### src/rtl/ib_cnu6_c2v_collector_pkg.sv
// Shared constants and helpers for the degree-6 IB check node return path.
package ib_cnu6_c2v_collector_pkg;

    localparam int unsigned CNU_DEGREE          = 6;
    localparam int unsigned QUAN_SIZE_DEF       = 4;
    localparam int unsigned CASCADE_LATENCY_DEF = 4;
    localparam int unsigned FIFO_DEPTH_DEF      = 4;
    localparam int unsigned ROW_NUM_DEF         = 102;

    // Ceiling log2; clog2(1) is 0, used for pointer and counter widths.
    function automatic int unsigned clog2(input int unsigned value);
        int unsigned v;
        int unsigned r;
        v = (value > 0) ? value - 1 : 0;
        r = 0;
        while (v > 0) begin
            r = r + 1;
            v = v >> 1;
        end
        return r;
    endfunction

endpackage

### src/rtl/ib_c2v_sync_fifo.sv
// Single-clock register FIFO with wrap-bit pointers and a combinational head read.
module ib_c2v_sync_fifo
    import ib_cnu6_c2v_collector_pkg::*;
#(
    parameter  int unsigned WIDTH = 24,
    parameter  int unsigned DEPTH = 4,
    localparam int unsigned AW    = clog2(DEPTH),
    localparam int unsigned PW    = AW + 1
) (
    input  logic             clk,
    input  logic             rst,
    input  logic             clr,
    input  logic             push,
    input  logic             pop,
    input  logic [WIDTH-1:0] wdata,
    output logic [WIDTH-1:0] rdata,
    output logic             full,
    output logic             empty,
    output logic [PW-1:0]    level
);

    logic [PW-1:0]    wr_ptr_q, wr_ptr_d;
    logic [PW-1:0]    rd_ptr_q, rd_ptr_d;
    logic [WIDTH-1:0] mem_q [DEPTH];
    logic [WIDTH-1:0] mem_d [DEPTH];
    logic             pop_ok;
    logic             push_ok;

    // Status flags from the pointer pair; wrap bit separates full from empty.
    always_comb begin
        empty = (wr_ptr_q == rd_ptr_q);
        full  = (wr_ptr_q[AW] != rd_ptr_q[AW]) &&
                (wr_ptr_q[AW-1:0] == rd_ptr_q[AW-1:0]);
        level = wr_ptr_q - rd_ptr_q;
        rdata = mem_q[rd_ptr_q[AW-1:0]];
    end

    // Next pointers and storage; a pop frees the slot for a same-cycle push when full.
    always_comb begin
        mem_d    = mem_q;
        wr_ptr_d = wr_ptr_q;
        rd_ptr_d = rd_ptr_q;
        pop_ok   = pop & ~empty;
        push_ok  = push & (~full | pop_ok);
        if (clr) begin
            wr_ptr_d = '0;
            rd_ptr_d = '0;
        end else begin
            if (push_ok) begin
                mem_d[wr_ptr_q[AW-1:0]] = wdata;
                wr_ptr_d                = wr_ptr_q + PW'(1);
            end
            if (pop_ok) begin
                rd_ptr_d = rd_ptr_q + PW'(1);
            end
        end
    end

    // State registers; reset also clears storage so the head reads zero.
    always_ff @(posedge clk or posedge rst) begin
        if (rst) begin
            wr_ptr_q <= '0;
            rd_ptr_q <= '0;
            for (int i = 0; i < int'(DEPTH); i++) begin
                mem_q[i] <= '0;
            end
        end else begin
            wr_ptr_q <= wr_ptr_d;
            rd_ptr_q <= rd_ptr_d;
            mem_q    <= mem_d;
        end
    end

endmodule

### src/rtl/ib_cnu6_c2v_collector.sv
// CNU6 return path: rebuilds the valid tag lost in the f0..f3 cascade, buffers
// the six c2v messages and streams them out with end-of-layer marking.
module ib_cnu6_c2v_collector
    import ib_cnu6_c2v_collector_pkg::*;
#(
    parameter  int unsigned QUAN_SIZE       = QUAN_SIZE_DEF,
    parameter  int unsigned CASCADE_LATENCY = CASCADE_LATENCY_DEF,
    parameter  int unsigned FIFO_DEPTH      = FIFO_DEPTH_DEF,
    parameter  int unsigned ROW_NUM         = ROW_NUM_DEF,
    localparam int unsigned LVL_W           = clog2(FIFO_DEPTH) + 1
) (
    input  logic                 read_clk,
    input  logic                 rst,
    input  logic                 flush,
    input  logic                 v2c_valid,
    input  logic [QUAN_SIZE-1:0] c2v0_in,
    input  logic [QUAN_SIZE-1:0] c2v1_in,
    input  logic [QUAN_SIZE-1:0] c2v2_in,
    input  logic [QUAN_SIZE-1:0] c2v3_in,
    input  logic [QUAN_SIZE-1:0] c2v4_in,
    input  logic [QUAN_SIZE-1:0] c2v5_in,
    output logic [QUAN_SIZE-1:0] c2v0_out,
    output logic [QUAN_SIZE-1:0] c2v1_out,
    output logic [QUAN_SIZE-1:0] c2v2_out,
    output logic [QUAN_SIZE-1:0] c2v3_out,
    output logic [QUAN_SIZE-1:0] c2v4_out,
    output logic [QUAN_SIZE-1:0] c2v5_out,
    output logic                 c2v_valid,
    input  logic                 c2v_ready,
    output logic [LVL_W-1:0]     fill_level,
    output logic                 overflow,
    output logic                 layer_done
);

    localparam int unsigned BUNDLE_W = CNU_DEGREE * QUAN_SIZE;
    localparam int unsigned ROW_W    = clog2(ROW_NUM);

    logic [CASCADE_LATENCY-1:0] tag_q, tag_d;
    logic                       overflow_q, overflow_d;
    logic                       layer_done_q, layer_done_d;
    logic [ROW_W-1:0]           row_q, row_d;

    logic                       wr_en;
    logic                       pop;
    logic                       push;
    logic                       fifo_full;
    logic                       fifo_empty;
    logic [BUNDLE_W-1:0]        bundle_in;
    logic [BUNDLE_W-1:0]        bundle_out;
    logic [LVL_W-1:0]           fifo_level;

    // Handshake decode; a push while full is only taken if the head leaves this cycle.
    always_comb begin
        wr_en     = tag_q[CASCADE_LATENCY-1];
        c2v_valid = ~fifo_empty;
        pop       = c2v_valid & c2v_ready & ~flush;
        push      = wr_en & (~fifo_full | pop) & ~flush;
        bundle_in = {c2v5_in, c2v4_in, c2v3_in, c2v2_in, c2v1_in, c2v0_in};
    end

    // Tag line, sticky overflow and per-layer row counter next state.
    always_comb begin
        tag_d        = tag_q << 1;
        tag_d[0]     = v2c_valid;
        overflow_d   = overflow_q | (wr_en & fifo_full & ~pop);
        row_d        = row_q;
        layer_done_d = 1'b0;
        if (pop) begin
            if (row_q == ROW_W'(ROW_NUM - 1)) begin
                row_d        = '0;
                layer_done_d = 1'b1;
            end else begin
                row_d = row_q + ROW_W'(1);
            end
        end
        if (flush) begin
            tag_d        = '0;
            overflow_d   = 1'b0;
            row_d        = '0;
            layer_done_d = 1'b0;
        end
    end

    // Control state registers.
    always_ff @(posedge read_clk or posedge rst) begin
        if (rst) begin
            tag_q        <= '0;
            overflow_q   <= 1'b0;
            layer_done_q <= 1'b0;
            row_q        <= '0;
        end else begin
            tag_q        <= tag_d;
            overflow_q   <= overflow_d;
            layer_done_q <= layer_done_d;
            row_q        <= row_d;
        end
    end

    ib_c2v_sync_fifo #(
        .WIDTH (BUNDLE_W),
        .DEPTH (FIFO_DEPTH)
    ) u_fifo (
        .clk   (read_clk),
        .rst   (rst),
        .clr   (flush),
        .push  (push),
        .pop   (pop),
        .wdata (bundle_in),
        .rdata (bundle_out),
        .full  (fifo_full),
        .empty (fifo_empty),
        .level (fifo_level)
    );

    // Output unpacking of the FIFO head and status.
    always_comb begin
        c2v0_out   = bundle_out[0*QUAN_SIZE +: QUAN_SIZE];
        c2v1_out   = bundle_out[1*QUAN_SIZE +: QUAN_SIZE];
        c2v2_out   = bundle_out[2*QUAN_SIZE +: QUAN_SIZE];
        c2v3_out   = bundle_out[3*QUAN_SIZE +: QUAN_SIZE];
        c2v4_out   = bundle_out[4*QUAN_SIZE +: QUAN_SIZE];
        c2v5_out   = bundle_out[5*QUAN_SIZE +: QUAN_SIZE];
        fill_level = fifo_level;
        overflow   = overflow_q;
        layer_done = layer_done_q;
    end

endmodule
### config.mk
export PLATFORM = sky130hd
export DESIGN_NAME = ib_cnu6_c2v_collector
export DESIGN_NICKNAME = d
export VERILOG_FILES = /design/src/rtl/ib_cnu6_c2v_collector_pkg.sv /design/src/rtl/ib_c2v_sync_fifo.sv /design/src/rtl/ib_cnu6_c2v_collector.sv
export SDC_FILE = /design/constraint.sdc
export NUM_CORES = 1
export LEC_CHECK = 0
export ABC_AREA = 1
export CAP_MARGIN = 20
export CORE_ASPECT_RATIO = 0.7
export CORE_UTILIZATION = 56
export CTS_CLUSTER_DIAMETER = 120
export CTS_CLUSTER_SIZE = 40
export DETAILED_ROUTE_END_ITERATION = 8
export PLACE_DENSITY_LB_ADDON = 0.08
export SKIP_CTS_REPAIR_TIMING = 1
export SLEW_MARGIN = 25
export SYNTH_ARGS = -nofsm -noshare
export SYNTH_HDL_FRONTEND = slang
export SYNTH_HIERARCHICAL = 1
export SYNTH_SLANG_ARGS = --single-unit
### constraint.sdc
create_clock -name read_clk -period 4.93 [get_ports read_clk]
set_clock_uncertainty 0.2 [all_clocks]
set_input_delay 1.2325 -clock read_clk [delete_from_list [all_inputs] [get_ports read_clk]]
set_output_delay 1.2325 -clock read_clk [all_outputs]
set_load 0.01 [all_outputs]
# Word level (Yosys, flattened, before mapping)
# Cells that the tools add are included.
# Widths: inputs -> output; s select.
dict set report totals {
  word_cells 62
  register_bits 115
  input_bits 29
}
dict set report classes {
  n_reduce_logical 6
  n_mux 18
  bitwise 17
  eq_ne 4
  order_cmp 3
  addsub 4
}
# op count
set op_table {}
lappend op_table {{$bwmux 96} 1}
lappend op_table {{$mux 24} 3}
lappend op_table {{$bmux 24 s2} 1}
lappend op_table {{$demux 24 s2} 1}
lappend op_table {{$mux 7} 3}
lappend op_table {{$mux 3} 4}
lappend op_table {{$and 1x1->1} 8}
lappend op_table {{$add 7x1->7 const B} 1}
lappend op_table {{$eq 7x7->1 const B} 1}
lappend op_table {{$add 3x1->3 const B} 2}
lappend op_table {{$ge 3x3->1 const B} 2}
lappend op_table {{$not 2->3} 2}
lappend op_table {{$reduce_bool 2->1} 3}
lappend op_table {{$mux 1} 4}
lappend op_table {{$mux 4} 1}
lappend op_table {{$not 1->1} 4}
lappend op_table {{$eq 3x3->1} 1}
lappend op_table {{$lt 3x1->1 const B} 1}
lappend op_table {{$or 1x1->1} 3}
lappend op_table {{$sub 3x3->3} 1}
lappend op_table {{$eq 2x2->1} 1}
lappend op_table {{$logic_and 1x1->1} 2}
lappend op_table {{$reduce_and 2->1} 1}
lappend op_table {{$ne 1x1->1} 1}

# Depth between registers and ports, before layout
# Gate-level depths: netlist of run 1.
dict set report depth {
  ltp_word 10
  ltp_mapped 17
  ltp_nobuf 15
}

# Hierarchy
# The synthesis of run 1 kept the hierarchy.
# module seq_area_each_um2 cells_per_inst area_each_um2 instances
set modules_own_cells {}
lappend modules_own_cells {ib_c2v_sync_fifo 2552.4 607 4808.4 1}
lappend modules_own_cells {ib_cnu6_c2v_collector 325.3 80 651.9 1}

# Least setup slack after synthesis of run 1
# OpenSTA, ideal clock, no wires.
dict set report synth_path {
  path_type {reg2out}
  start {register u_fifo.rd_ptr_q[1]}
  end {output port c2v_valid}
  t_arrival_ps 1462
  slack_ps 2036
  path_buffers 1
  path_stages_with_launch 9
  t_required_ps 3498
  path_cell_list {dfrtp_1 -> inv_1 -> clkbuf_1 -> ha_1 -> nand2_1 -> inv_1 -> nand2_1 -> inv_1 -> inv_1}
}
dict set report synth_between {
  elab_chain_cells 2
}
# item line
set synth_lines {}
lappend synth_lines {{start, declared} ib_c2v_sync_fifo.sv:23} ;# logic [PW-1:0] rd_ptr_q, rd_ptr_d;
lappend synth_lines {{start signal, assigned} ib_c2v_sync_fifo.sv:69} ;# rd_ptr_q <= rd_ptr_d;
lappend synth_lines {{$eq 3x3->1} ib_c2v_sync_fifo.sv:31} ;# empty = (wr_ptr_q == rd_ptr_q);
lappend synth_lines {{named net fifo_empty} ib_cnu6_c2v_collector.sv:47} ;# logic fifo_empty;
lappend synth_lines {{$not 1->1} ib_cnu6_c2v_collector.sv:55} ;# c2v_valid = ~fifo_empty;
lappend synth_lines {{end, declared} ib_cnu6_c2v_collector.sv:28} ;# output logic c2v_valid,
# The timed path passes the listed nets, and every way through them passes these cells.

# Final worst setup path of run 1
# Same ends and word-level chain as after synthesis.

==> results of run 1 <==
[logic make-up after synthesis]
kind of cell,Yosys count,synth area share
flip-flops,115,0.5270
XOR/XNOR,5,0.008020
buffers and inverters,67,0.05958
adder cells (fa/ha/maj),10,0.02429
AO/OA/AOI/OAI,82,0.08089
AND/OR/NAND/NOR,408,0.3002
[stage by stage]
step / instances / area (sq um) / util / setup WS (ns) / hold WS [ns]
6_report: 881 / 6688 / 0.7228 / 0.8075 / 0.2732
5_1_grt: 881 / 6688 / 0.7228 / 0.6748 / 0.2895
3_5_place_dp: 849 / 6092 / 0.6584 / 1.108 / 0.2582
2_1_floorplan: 687 / 5460 / - / 0.8220 / 0.2340
4_1_cts: 881 / 6688 / 0.7228 / 0.8113 / 0.2731
3_3_place_gp: 849 / 6092 / 0.6584 / 1.217 / 0.2483
[power groups by stage]
stage / clock (mW) / combinational [mW] / sequential, mW
2_1_floorplan: 0 / 0.180 / 1.02
3_3_place_gp: 0 / 0.327 / 1.02
3_5_place_dp: 0 / 0.334 / 1.03
4_1_cts: 1.24 / 0.338 / 1.01
5_1_grt: 1.29 / 0.374 / 1.02
6_report: 1.23 / 0.340 / 1.01
[critical path: stages (launching register included)]
cell and delay (ns):
dfrtp_1 0.36, buf_4 0.24, inv_1 0.08, buf_4 0.30
ha_1 0.29, nand2_1 0.11, inv_1 0.07, nand2_1 0.11
inv_1 0.05, inv_1 0.12, clkdlybuf4s50_1 0.55
[synth_stat cells, types with 2 or more instances]
cell        n
a21oi_1     2
nor2_4      5
o22ai_1    24
o21ai_0    51
nand3_1    14
o21ai_1     4
ha_1        9
nand4_1     4
nand3_4     2
nor2_1     58
xor2_1      5
clkbuf_1   12
buf_2      10
buf_6       8
dfrtp_1   115
nand2_1   320
inv_1      35
nand2_2     2
[state kept, by name (all words and copies together) (netlist names)]
name,count
layer_done,1
overflow,1
row_q,7
tag_q,4
u_fifo/mem_q,96
u_fifo/rd_ptr_q,3
u_fifo/wr_ptr_q,3
[area by class of cell]
| cell class | instances | share of cell area |
|---|---|---|
| flip-flops and latches | 115 | 0.4303 |
| multi-input cells | 505 | 0.3375 |
| repair buffers | 69 | 0.09916 |
| clock buffers | 22 | 0.06941 |
| well taps | 124 | 0.02320 |
| inverters | 36 | 0.02077 |
| clock inverters | 10 | 0.01964 |
[path summary, 6_finish.rpt]
| check | end | cells past startpoint | startpoint |
|---|---|---|---|
| max | c2v_valid | 10 | u_fifo/rd_ptr_q[1] |
| min | tag_q[2] | 2 | tag_q[1] |
| max reg2reg | u_fifo/mem_q[91] | 15 | u_fifo/rd_ptr_q[1] |
| min reg2reg | tag_q[2] | 2 | tag_q[1] |
| max in group asynchronous | u_fifo/mem_q[0] | 3 | rst |
| min in group asynchronous | tag_q[0] | 2 | rst |
[layer usage]
metal  wire (um)  vias up  part of all wire
li1            -     2281                 -
met1        6289     2359              0.44
met2        6691      269              0.46
met3        1336       22             0.092
met4         138        0            0.0095
met5           0        -                 0
==> run metrics, run 1 <==
status=completed; DRC violations left=0; cells taking the most area after synthesis=dfrtp_1 (53%), nand2_1 (22%), o21ai_0 (4.7%); clk slew on worst S/H paths=0.05 ns; GR Overflow Total=0; Seq cells post-synth=115; TritonCTS Buffers=17; number of I/O pins=59; vias per inst=5.597; Setup TNS Final=0 ns; P_sw=632.8 uW; min Tclk post-route=4.123 ns; CTS Root Cell=clkbuf_16; crit path DAT=2.69 ns; Critical Path Sink Type=primary output; area of the multi-input gates=2257 sq um; Comb power frac=0.132; # nets final=783; Sequential Power Share=0.392; switching share of power=0.2446; Core Box Area=9253 sq um; ys async rst share=1.000; met1 Usage GRT=0.4322; via count=4931; Critical Path Start Type=register; Final setup viols=0; number of global-route vias before repair=4725; CTS HTree Levels=4; maxcap violations=0; n_diodes=0; commonest non-fill, non-tap cell in the layout=nand2_1; Die H=84.62 um; met3 usage=0.07948; Yosys Warn Count=6; Port Buffers=58; DRT iter0 DRCs=614; Total GRT Usage=0.3065; final hold violations=0; maximum vdd drop=0.3279 mV; clock latency on the worst-skew pair=0.40 ns; fmax=242.6 MHz; largest net degree at the start of global routing=58; P_leak=3.515 nW; post-DP HPWL=8.554 mm; RSZ-0062 raised after global routing=false; Die Area=10160 sq um; Area growth syn-to-layout=22.48%; fill count=701; Mapped Nets=726; power share of the clock group=0.477; post-route ant nets=0; post-synthesis cell type count=25; most utilized layer in the global route result=met2; Mapped Area=5460 sq um; Pins Over Slew Limit=0; Mean Syn Cell Area=7.948 sq um; WL final=14.45 mm; commonest cells after routing, fill and taps aside=nand2_1 (320), dfrtp_1 (115), nor2_1 (58), clkdlybuf4s50_1 (58), o21ai_0 (51); initial antenna violation count=0; Power per Cell Area=386.8 nW/um^2; CTS max path bufs=2; cells after synthesis=687; CTS tree=yes; Req. time, crit path=3.50 ns; die width=120.0 um; Initial Util=0.5901; Reg area=2878 sq um; # clock sinks=115; post-synth top area share=0.5270; DR WL/cell=16.41 um; FP Rows=29; Worst Path Max Fanout=28; P_int=1.954 mW; Setup Crit Path Kind=register to primary output; Placer Congestion=0.8289; global-route wire length before repair=23.72 mm; Synth area leader=dfrtp_1; R2R Setup Slk=1.25 ns; Post-synth EDFFs=0; Main synth FF type=dfrtp_1; worst slew pin tran=0.7089 ns; Final Cycle Share=0.8362; share of layout cells above drive strength 1=0.07001; Rel. slew slack=0.5263; post-synthesis sequential area ratio=0.5270; Design Power=2.587 mW; Hold WC Path Type=register to register; met2 Use GR=0.4687; drt pass-1 iters=6
No activity file was read; power rests on OpenSTA's default activity.
==> inputs of run 2 (changes only) <==
--- a/config.mk
+++ b/config.mk
@@ -8,7 +8,7 @@
 export ABC_AREA = 1
 export CAP_MARGIN = 20
 export CORE_ASPECT_RATIO = 0.7
-export CORE_UTILIZATION = 56
+export CORE_UTILIZATION = 51
 export CTS_CLUSTER_DIAMETER = 120
 export CTS_CLUSTER_SIZE = 40
 export DETAILED_ROUTE_END_ITERATION = 8
==> constraint.sdc (replaced) <==
create_clock -name read_clk -period 3.7 [get_ports read_clk]
set_clock_uncertainty 0.2 [all_clocks]
set_input_delay 0.925 -clock read_clk [delete_from_list [all_inputs] [get_ports read_clk]]
set_output_delay 0.925 -clock read_clk [all_outputs]
set_load 0.01 [all_outputs]
==> run metrics, run 2 (synthesis gave the netlist of run 1 again) <==
commonest non-fill, non-tap cell in the layout=nand2_1; DRT iter0 DRCs=472; CTS tree=yes; Setup TNS Final=0 ns; P_leak=3.494 nW; Critical Path Start Type=register; clock latency on the worst-skew pair=0.40 ns; dpl cells=860; initial antenna violation count=0; CTS max path bufs=2; fill count=871; # clock sinks=115; share of layout cells above drive strength 1=0.06860; final worst-path setup slack=0.2062 ns; post-DP HPWL=8.288 mm; crit path DAT=2.37 ns; fin cells=890; Critical Path Sink Type=primary output; Pins Over Slew Limit=0; failing checks=DRC; Port Buffers=58; Die Area=11130 sq um; CTS Root Cell=clkbuf_16; maxcap violations=0; Initial Util=0.5253; area of the multi-input gates=2257 sq um; DRC violations left=3; post-route ant nets=0; WL final=14.19 mm; Total GRT Usage=0.2737; Power per Cell Area=493.8 nW/um^2; die width=125.7 um; DR WL/cell=15.94 um; GR Overflow Total=0; FP Rows=31; min Tclk post-route=3.494 ns; Rel. slew slack=0.4916; n_diodes=0; Die H=88.57 um; worst slew pin tran=0.7607 ns; Reg area=2878 sq um; Final setup viols=0; via count=4721; status=finished with violations; Final Cycle Share=0.9443; TritonCTS Buffers=17; maximum vdd drop=0.3463 mV; largest net degree at the start of global routing=59; largest registers=u_fifo/mem_q x96, row_q x7, tag_q x4; Hold WC Path Type=register to register; max reg flops=96; dpl ws=0.3786 ns; Setup Crit Path Kind=register to primary output; number of I/O pins=59; clk slew on worst S/H paths=0.05 ns; Req. time, crit path=2.57 ns; CTS HTree Levels=4; Placer Congestion=0.8287; Largest Register=u_fifo/mem_q; Area growth syn-to-layout=22.04%; drt pass-1 iters=7; # nets final=786; global-route wire length before repair=23.09 mm; fmax=286.2 MHz; vias per inst=5.304; Worst Path Max Fanout=18; final hold violations=0; number of global-route vias before repair=4543; Core Box Area=10400 sq um; commonest cells after routing, fill and taps aside=nand2_1 (320), dfrtp_1 (115), nor2_1 (58), clkdlybuf4s50_1 (58), o21ai_0 (51); RSZ-0062 raised after global routing=false
-- run 2: metrics by stage --
step	cell area [sq um]	power, mW	utilization	hold slack, ns
detailed placement	6126	1.815	0.5893	0.2586
CTS	6664	3.315	0.6411	0.2662
finish	6664	3.290	0.6411	0.2610
global placement	6126	1.808	0.5893	0.2469
floorplan	5464	1.601	-	0.2340
global route	6664	3.427	0.6411	0.2797
-- run 2: power breakdown --
group	leakage (nW)	switching, mW	internal, mW
clock network	0.263	0.525	0.964
logic	1.65	0.252	0.201
registers	1.58	0.0319	1.32
-- run 2: worst paths after layout --
kind	end	depth (start not counted)	startpoint	slack, ns
worst max register to register	u_fifo/mem_q[43]	15	u_fifo/rd_ptr_q[1]	0.63
worst max-delay path	c2v3_out[1]	5	u_fifo/rd_ptr_q[1]	0.21
max in group asynchronous	u_fifo/mem_q[20]	3	rst	1.84
worst min-delay path	tag_q[3]	2	tag_q[2]	0.26
worst min register to register	tag_q[3]	2	tag_q[2]	0.26
min in group asynchronous	row_q[3]	2	rst	0.76
-- run 2: layer usage --
layer | global-route usage | wire (um)
met1 | 0.3837 | 6588
met2 | 0.4298 | 6364
met3 | 0.05623 | 1117
met4 | 0.09091 | 114
met5 | 0 | 0
-- run 2: final cells by class --
| type | count | share of cell area |
|---|---|---|
| clock inverters | 5 | 0.007886 |
| repair buffers | 72 | 0.1029 |
| well taps | 132 | 0.02478 |
| flip-flops and latches | 115 | 0.4318 |
| multi-input cells | 505 | 0.3387 |
| clock buffers | 25 | 0.07285 |
| inverters | 36 | 0.02103 |
-- run 2: worst max-delay path, stage by stage (launching register included) --
cell,delay (ns)
dfrtp_1,0.37
inv_1,0.26
buf_4,0.32
o21ai_0,0.15
o22ai_1,0.26
clkdlybuf4s50_1,0.61
==> inputs of run 3 (changes only) <==
--- a/config.mk
+++ b/config.mk
@@ -8,10 +8,11 @@
 export ABC_AREA = 1
 export CAP_MARGIN = 20
 export CORE_ASPECT_RATIO = 0.7
-export CORE_UTILIZATION = 51
+export CORE_UTILIZATION = 57
 export CTS_CLUSTER_DIAMETER = 120
 export CTS_CLUSTER_SIZE = 40
 export DETAILED_ROUTE_END_ITERATION = 8
+export DONT_BUFFER_PORTS = 1
 export PLACE_DENSITY_LB_ADDON = 0.08
 export SKIP_CTS_REPAIR_TIMING = 1
 export SLEW_MARGIN = 25
==> run metrics, run 3 (synthesis gave the netlist of run 1 again) <==
status=completed; P_int=2.363 mW; Worst R2R Start=u_fifo/wr_ptr_q[0]; maximum vdd drop=0.3634 mV; FP Rows=29; # clock sinks=115; crit path DAT=3.35 ns; Placer Congestion=0.8081; Pins Over Slew Limit=0; DRT iter0 DRCs=542; final hold violations=0; commonest cells after routing, fill and taps aside=nand2_1 (320), dfrtp_1 (115), nor2_1 (58); DR WL/cell=16.25 um; Critical Path Start Type=register; min Tclk post-route=3.215 ns; Layout Utilization=0.6640; Core Box Area=9180 sq um; Die Area=9981 sq um; switching share of power=0.2585; number of I/O pins=59; clock latency on the worst-skew pair=0.41 ns; die width=119.0 um; share of layout cells above drive strength 1=0.07736; Power per Cell Area=522.7 nW/um^2; Final setup viols=0; fmax=311.1 MHz; CTS HTree Levels=4; via count=4514; Worst Path Max Fanout=24; Critical Path Source=u_fifo/wr_ptr_q[0]; Total GRT Usage=0.2987; DRC violations left=0; initial antenna violation count=0; RSZ-0062 raised after global routing=false; # nets final=724; TritonCTS Buffers=17; post-route ant nets=0; final worst-path setup slack=0.4854 ns; vias per inst=5.491; Final Cycle Share=0.8688; Req. time, crit path=3.84 ns; max reg flops=96; CTS max path bufs=2; clk slew on worst S/H paths=0.05 ns; Critical Path Sink Type=register; P_sw=823.6 uW; Initial Util=0.5948; Die H=83.89 um; Area growth syn-to-layout=11.64%; Comb power frac=0.097; power share of the clock group=0.480; dpl ws=0.5498 ns; commonest non-fill, non-tap cell in the layout=nand2_1; CTS Root Cell=clkbuf_16; CTS tree=yes; WL final=13.36 mm; Port Buffers=0; Setup TNS Final=0 ns; Largest Register=u_fifo/mem_q; largest registers=u_fifo/mem_q x96, row_q x7, tag_q x4; drt pass-1 iters=5; number of global-route vias before repair=4445; maxcap violations=0; Sequential Power Share=0.423; Setup Crit Path Kind=register to register; Hold WC Path Type=primary input to asynchronous set/reset pin; GR Overflow Total=0; P_leak=3.267 nW; largest net degree at the start of global routing=103; hold slack=0.2310 ns; worst slew pin tran=0.7316 ns; global-route wire length before repair=22.67 mm; n_diodes=0; Rel. slew slack=0.5111; post-DP HPWL=8.080 mm
-- run 3: final timing paths --
path                               endpoint  slack (ns)  depth (start not counted)
hold / removal                     tag_q[0]        0.23                          1
min in group read_clk              tag_q[3]        0.26                          2
hold reg to reg                    tag_q[3]        0.26                          2
setup / recovery           u_fifo/mem_q[74]        0.49                         13
setup reg to reg           u_fifo/mem_q[74]        0.49                         13
max in group asynchronous  u_fifo/mem_q[47]        2.55                          2
-- run 3: power by group through the flow --
stage	clock network (mW)	registers, mW	logic [mW]
after floorplan	0	1.36	0.240
after global placement	0	1.37	0.302
after detailed placement	0	1.37	0.307
after CTS	1.55	1.35	0.309
after global routing	1.62	1.35	0.353
final	1.53	1.35	0.310
-- run 3: metrics by stage --
step / power [mW] / std cells / area (sq um)
after floorplan: 1.601 / 687 / 5464
after global placement: 1.669 / 790 / 5530
after detailed placement: 1.675 / 790 / 5530
after CTS: 3.207 / 822 / 6096
after global routing: 3.323 / 822 / 6096
final: 3.187 / 822 / 6096
-- run 3: layout make-up --
type | count | area [sq um]
fill | 759 | 3084
sequential | 115 | 2878
multi-input combinational | 505 | 2257
clock buffer | 20 | 456.7
tap | 124 | 155.1
inverter | 36 | 140.1
clock inverter | 12 | 108.9
timing repair buffer | 10 | 100.1
-- run 3: worst max-delay path, cell delays in order, from the launching register on --
cell	delay [ns]
dfrtp_1	0.39
inv_1	0.14
ha_1	0.26
nand2_1	0.08
inv_1	0.06
nand2_1	0.10
inv_1	0.04
inv_1	0.15
nand3_4	0.13
a21oi_1	0.46
nand3_4	0.24
nor2_4	0.62
nand2_1	0.15
nand2_1	0.09
-- run 3: layer usage --
metal  part of all wire  vias to the layer above  GRT usage  wire length, um
met3              0.090                        8    0.08607             1198
met2               0.44                      199     0.4387             5923
li1                   -                     2149          -                -
met1               0.46                     2158     0.4261             6133
met5                  0                        -          0                0
met4             0.0077                        0    0.09781              103
